File: src/rtl/uart_transmitter.sv
// ---------------------------------------------------------------------------
// uart_transmitter
//
// Byte-oriented UART transmitter with an input FIFO. Sends status bytes from
// the FPGA to the sensor board, 8N1 framing, LSB first, at CLK_FREQ/BAUD
// clocks per bit.
//
// Optional feature macro: UART_TX_PARITY_EN
//   defined   -> 8E1 framing, an even-parity bit between data and stop.
//   undefined -> 8N1 framing, no parity state or logic.
//
// Parameters:
//   CLK_FREQ    input clock frequency in Hz
//   BAUD        line rate in bit/s (CLK_FREQ/BAUD must be >= 2)
//   FIFO_DEPTH  input FIFO depth in bytes (power of 2, >= 2)
//
// Ports:
//   CLOCK_50    in   system clock, rising edge
//   reset_n     in   asynchronous active-low reset
//   tx_data     in   byte to send
//   tx_valid    in   tx_data valid this cycle
//   tx_ready    out  FIFO not full (registered)
//   tx          out  serial line, idles high (registered)
//   busy        out  frame on the line or FIFO non-empty
//   fifo_count  out  bytes queued, excluding the byte in flight (registered)
// ---------------------------------------------------------------------------
module uart_transmitter #(
   parameter int CLK_FREQ   = 50000000,
   parameter int BAUD       = 9600,
   parameter int FIFO_DEPTH = 8
) (
   input  logic                          CLOCK_50,
   input  logic                          reset_n,
   input  logic [7:0]                    tx_data,
   input  logic                          tx_valid,
   output logic                          tx_ready,
   output logic                          tx,
   output logic                          busy,
   output logic [$clog2(FIFO_DEPTH):0]   fifo_count
);

   localparam int CLKS_PER_BIT = CLK_FREQ / BAUD;
   localparam int PTR_W        = $clog2(FIFO_DEPTH);
   localparam int CNT_W        = PTR_W + 1;
   localparam int BAUD_W       = (CLKS_PER_BIT > 1) ? $clog2(CLKS_PER_BIT) : 1;

   localparam logic [BAUD_W-1:0] BAUD_LOAD  = BAUD_W'(CLKS_PER_BIT - 1);
   localparam logic [CNT_W-1:0]  FULL_COUNT = CNT_W'(FIFO_DEPTH);

   typedef enum logic [2:0] {
      S_IDLE,
      S_START,
      S_DATA,
`ifdef UART_TX_PARITY_EN
      S_PARITY,
`endif
      S_STOP
   } state_t;

   state_t            state;
   logic [BAUD_W-1:0] baud_cnt;
   logic [2:0]        bit_idx;
   logic [7:0]        shift;
`ifdef UART_TX_PARITY_EN
   logic              parity_bit;
`endif

   logic [7:0]        mem [FIFO_DEPTH];
   logic [PTR_W-1:0]  wr_ptr;
   logic [PTR_W-1:0]  rd_ptr;
   logic [CNT_W-1:0]  next_count;

   logic push;
   logic pop;
   logic bit_end;

   // tx_ready is a register, so push never depends combinationally on itself.
   assign push    = tx_valid && tx_ready;
   assign bit_end = (baud_cnt == '0);

   // Pop from IDLE, or on the last stop-bit cycle so the next start bit
   // follows with no idle gap.
   assign pop = (fifo_count != '0) &&
                ((state == S_IDLE) || ((state == S_STOP) && bit_end));

   assign busy = (state != S_IDLE) || (fifo_count != '0);

   // NOTE: every variable written in always_comb gets a default first, so no
   // path can leave it unassigned and infer a latch.
   always_comb begin
      next_count = fifo_count;
      if (push && !pop) next_count = fifo_count + CNT_W'(1);
      if (pop && !push) next_count = fifo_count - CNT_W'(1);
   end

   // NOTE: sequential state uses non-blocking assignments only, so every
   // register samples pre-edge values regardless of statement order.
   always_ff @(posedge CLOCK_50 or negedge reset_n) begin
      if (!reset_n) begin
         wr_ptr     <= '0;
         rd_ptr     <= '0;
         fifo_count <= '0;
         tx_ready   <= 1'b1;
      end else begin
         if (push) wr_ptr <= wr_ptr + PTR_W'(1);
         if (pop)  rd_ptr <= rd_ptr + PTR_W'(1);
         fifo_count <= next_count;
         tx_ready   <= (next_count != FULL_COUNT);
      end
   end

   // NOTE: the storage array has no reset; the pointers and count define
   // which entries are valid, so stale contents are never observed.
   always_ff @(posedge CLOCK_50) begin
      if (push) mem[wr_ptr] <= tx_data;
   end

   always_ff @(posedge CLOCK_50 or negedge reset_n) begin
      if (!reset_n) begin
         state    <= S_IDLE;
         tx       <= 1'b1;
         baud_cnt <= '0;
         bit_idx  <= '0;
         shift    <= '0;
`ifdef UART_TX_PARITY_EN
         parity_bit <= 1'b0;
`endif
      end else begin
         if (pop) begin
            shift <= mem[rd_ptr];
`ifdef UART_TX_PARITY_EN
            parity_bit <= ^mem[rd_ptr];
`endif
         end

         unique case (state)
            S_IDLE: begin
               tx <= 1'b1;
               if (pop) begin
                  state    <= S_START;
                  tx       <= 1'b0;
                  baud_cnt <= BAUD_LOAD;
                  bit_idx  <= '0;
               end
            end

            S_START: begin
               if (bit_end) begin
                  state    <= S_DATA;
                  tx       <= shift[0];
                  baud_cnt <= BAUD_LOAD;
                  bit_idx  <= '0;
               end else begin
                  baud_cnt <= baud_cnt - BAUD_W'(1);
               end
            end

            S_DATA: begin
               if (bit_end) begin
                  baud_cnt <= BAUD_LOAD;
                  if (bit_idx == 3'd7) begin
`ifdef UART_TX_PARITY_EN
                     state <= S_PARITY;
                     tx    <= parity_bit;
`else
                     state <= S_STOP;
                     tx    <= 1'b1;
`endif
                  end else begin
                     // Next line value is the bit about to shift into [0].
                     tx      <= shift[1];
                     shift   <= shift >> 1;
                     bit_idx <= bit_idx + 3'd1;
                  end
               end else begin
                  baud_cnt <= baud_cnt - BAUD_W'(1);
               end
            end

`ifdef UART_TX_PARITY_EN
            S_PARITY: begin
               if (bit_end) begin
                  state    <= S_STOP;
                  tx       <= 1'b1;
                  baud_cnt <= BAUD_LOAD;
               end else begin
                  baud_cnt <= baud_cnt - BAUD_W'(1);
               end
            end
`endif

            S_STOP: begin
               if (bit_end) begin
                  baud_cnt <= BAUD_LOAD;
                  bit_idx  <= '0;
                  if (pop) begin
                     state <= S_START;
                     tx    <= 1'b0;
                  end else begin
                     state <= S_IDLE;
                     tx    <= 1'b1;
                  end
               end else begin
                  baud_cnt <= baud_cnt - BAUD_W'(1);
               end
            end

            default: begin
               state <= S_IDLE;
               tx    <= 1'b1;
            end
         endcase
      end
   end

endmodule

File: config.mk
export PLATFORM = sky130hd
export DESIGN_NAME = uart_transmitter
export DESIGN_NICKNAME = d
export VERILOG_FILES = /design/src/rtl/uart_transmitter.sv
export SDC_FILE = /design/constraint.sdc
export NUM_CORES = 1
export LEC_CHECK = 0
export CAP_MARGIN = 10
export CORE_UTILIZATION = 30
export CTS_CLUSTER_SIZE = 28
export DETAILED_ROUTE_END_ITERATION = 8
export HOLD_SLACK_MARGIN = 0.06
export PLACE_DENSITY_LB_ADDON = 0.08
export RECOVER_POWER = 50
export SYNTH_ARGS = -nofsm -noshare
export SYNTH_HDL_FRONTEND = slang
export SYNTH_SLANG_ARGS = --single-unit
File: constraint.sdc
create_clock -name CLOCK_50 -period 4.4 [get_ports CLOCK_50]
set_input_delay 0.88 -clock CLOCK_50 [delete_from_list [all_inputs] [get_ports CLOCK_50]]
set_output_delay 0.88 -clock CLOCK_50 [all_outputs]
set_load 0.02 [all_outputs]
==> results.md <==
- The top-area cell type share of the netlist area is about two fifths.
- The nature of the critical path startpoint is a flip-flop.
- The worst-skew pair later-pin latency is between 0.3 and 0.4 ns.
- Routability-driven placement finished with a final weighted congestion of 0.7025.
- In the final layout, the share of cells above drive strength 1 is 15.49%.
- Detailed placement ended at an HPWL of 6.228 mm.
- Data on the critical path arrives at its endpoint at 2.36 ns.
- The overall die height is 126.6 um.
- The leakage dissipation is 0.001880 uW.
- The fmax is 308.8 MHz.
- The iteration-0 DRC count of the detailed router is about 170.
- The final reports fail on max-capacitance violations, max-slew violations.
- Setup violations remaining at the end of the flow were counted as 0.
- The number of hold-slack violations in the final timing report was 0.
- The number of antenna violations at the first check in global routing is 0.
- In the layout the commonest cells are 64 x edfxtp_1, 36 x dfrtp_1, 32 x nand2_1.
- Leaving out fill and tap cells, the most frequent cell in the layout is edfxtp_1.
- The post-synthesis cell count is 333.
- The worst setup path is captured at an output port.
- The number of inserted diodes is 0.
- The number of flops mapped to enable cells by yosys is 64.
- The critical path in this run is classified as reg -> out.
- The net count after synthesis is 357.
- The global routing usage summed across all routing layers is 12.84%.
- The first TritonRoute pass finished after 4 iterations.
- Once placement finished, the instance area stood at about 0.0050 mm2.
- The synthesized area divided by synthesized cell count is 13.98 um2.
- The net count of the finished layout is between 300 and 400.
- For this run, the number of Yosys warnings is 0.
- The worst path setup slack after routing is approximately 1.2 ns.
- The run finished, with violations left.
- The layout overhead on the synthesized area is 14.09%.
- The total area inside the core boundary comes to 0.01515 mm2.
- Max-cap violations in this run came to 1.
- IR analysis of the VDD net gives a maximum drop of between 0.00015 and 0.0002 V.
- The routed wire length per instance is 17.20 um.
- The class of the tightest hold or removal check is reg -> reg.
- Post-CTS repair changed the size of 0 cells.
- The die width is 126.6 um.
- The sequential fraction of the synthesis area is 61.77%.
- The prevailing post-synth register cell is edfxtp_1.
- Across all layers, the routed design uses ~2600 vias.
- TritonCTS built the clock tree.
- After clock tree synthesis, the flow added hold-fix buffers numbering 0.
- The end of the worst hold path is shift[2]$_DFF_PN0_.
- The first-pass GRT wire length is 15.38 mm.
- The mapped netlist covers 0.004654 mm2.
- The hold path startpoint is shift[3]$_DFF_PN0_.
- Synthesis inferred 102 register bits.
- The CTS buffer count is 9.
- Setup repair after global routing left no endpoint under its margin.
- The cell depth of the worst min-delay path is 2.
- The clock tree skew after final layout is 0.006842 ns.
- At the worst endpoint, the required time is ~3.5 ns.
- The accumulated negative setup slack is 0 ns.
- The share of flip-flops with an asynchronous set or reset is 37.25%.
- The post-route DRC violation count is 0.
- The total wire length after detailed routing is 9.339 mm.
- The endpoint of the worst register-to-register path is fifo_count[1]$_DFF_PN0_.
- Of all cell types, the one taking the most synthesized area is edfxtp_1.
- The overflow left after global routing is 0.
- The number of unique standard cell types used by synthesis is 55.
- The clock sink total is 102.
- The buffer cell driving the clock tree root is clkbuf_16.
- The worst slew slack as a fraction of its limit is -48.41%.
- Of all nets on the critical path, the largest fanout is 10.
- In this run the core area contains 45 standard-cell rows.
- The via count of the first global-routing pass is between 2000 and 3000.
- Using the TritonRoute via totals, the vias-per-cell ratio works out to 4.820.
- The largest net degree at the start of global routing is 39.
- For this configuration, the core starts out at a cell density of 30.73%.
- By area the synthesized netlist is led by edfxtp_1 41%, dfrtp_1 19%, mux4_2 7.7%.
- Clock-pin slew was measured on the worst setup and hold paths at about 0.080 ns.
- For flop-to-flop paths, the worst setup slack is 1.65 ns.
- The number of H-tree levels is 3.
- The smallest clock period supported by the final layout is computed as between 3 and 4 ns.
- The number of max-slew violations in the final report came to 39.
- For the pin with the worst max-slew slack, the measured transition is 2.226 ns.
- The part of the cycle the worst path needs is between 70% and 80%.
- Power spread over the standard cell area amounts to 451.1 mW/mm2.
- The count of boundary I/O pins is 18.
- The area enclosed by the die boundary is 0.01602 mm2.
- The setup fix buffers added after clock tree synthesis is 0.
- The count of port buffers added during placement is 17.
- The cell area after layout is 0.005310 mm2.
- The startpoint identified for the worst register-to-register timing path is baud_cnt[0]$_DFFE_PN0P_.
- Measured in cells, the most critical reg-to-reg path has a length of 7.
- Once detail routing completed, the nets flagged for antenna violations numbered 0.
- Counting along the longest clock path gives a buffer depth of 2.
- The setup slack after placement is 1.477 ns.
==> report_power, final <==
part / switching [uW] / total [uW] / internal, uW
logic: 211 / 381 / 169
registers: 85.2 / 1230 / 1150
clock network: 384 / 781 / 398
total: 680 / 2400 / 1720
==> logic make-up after synthesis <==
logic type / count (synthesis) / share of synthesized area (%)
AO/OA/AOI/OAI: 46 / 6.398
XOR/XNOR: 14 / 2.634
AND/OR/NAND/NOR: 96 / 11.16
buffers and inverters: 27 / 2.473
multiplexers: 35 / 12.07
adder cells (fa/ha/maj): 13 / 3.495
flip-flops: 102 / 61.77
==> worst max-delay path by stage <==
stage | start | to | slack (ns) | depth (start not counted)
global route | state[1]$_DFFE_PN0P_ | busy | 0.94 | 4
global placement | tx_valid | mem[7][1]$_DFFE_PP_ | 1.51 | 4
finish | state[0]$_DFFE_PN0P_ | busy | 1.16 | 4
CTS | state[0]$_DFFE_PN0P_ | busy | 1.12 | 4
floorplan | tx_valid | mem[1][0]$_DFFE_PP_ | 2.00 | 4
detailed placement | tx_valid | mem[7][1]$_DFFE_PP_ | 1.48 | 4
==> layer usage <==
metal	global-route usage (%)	routed length (um)	vias to the layer above
li1	-	-	1283
met1	18.03	4628	1303
met2	19.34	4424	24
met3	3.037	189	7
met4	4.678	96	0
met5	0	0	-
==> metrics by stage <==
step / hold WS (ns) / std cells / total power [uW] / utilization, %
2_1_floorplan: 0.4492 / 333 / 1483 / -
3_3_place_gp: 0.4607 / 527 / 1648 / 33.18
3_5_place_dp: 0.4785 / 527 / 1648 / 33.18
4_1_cts: 0.4875 / 543 / 2441 / 35.07
5_1_grt: 0.5122 / 543 / 2523 / 35.06
6_report: 0.4878 / 543 / 2396 / 35.06
==> cells in the mapped netlist, drive strengths merged (2+ instances only) <==
master	count
edfxtp	64
dfrtp	36
nand2	32
nor2	18
mux4	16
o21ai	16
ha	13
a21oi	12
inv	11
nor3	11
mux2i	10
xnor2	10
clkbuf	9
mux2	9
buf	7
and3	4
nand2b	4
nand3	4
xor2	4
a22o	3
nor3b	3
nor4	3
or4	3
a31oi	2
and2	2
dfstp	2
nand4	2
nand4b	2
o211ai	2
==> registers in the layout (all words and copies together), names as in the netlist <==
name and flops:
baud_cnt 13, bit_idx 3, fifo_count 4, mem 64, rd_ptr 3, shift 8, state 2, tx 1
tx_ready 1, wr_ptr 3
==> cell type report <==
cell class	instances	area [um2]
fillers	1450	9836
flip-flops and latches	102	2875
multi-input cells	204	1670
well taps	188	235.2
clock buffers	9	225.2
repair buffers	22	201.4
clock inverters	7	61.31
inverters	11	41.29
==> worst max-delay path, cell delays in order, from the launching register on <==
cell and delay, ns:
dfrtp_1 0.42, inv_1 0.12, ha_1 0.35, nand4bb_1 0.44
clkdlybuf4s50_1 0.68
Power figures use the tool's default switching activity.
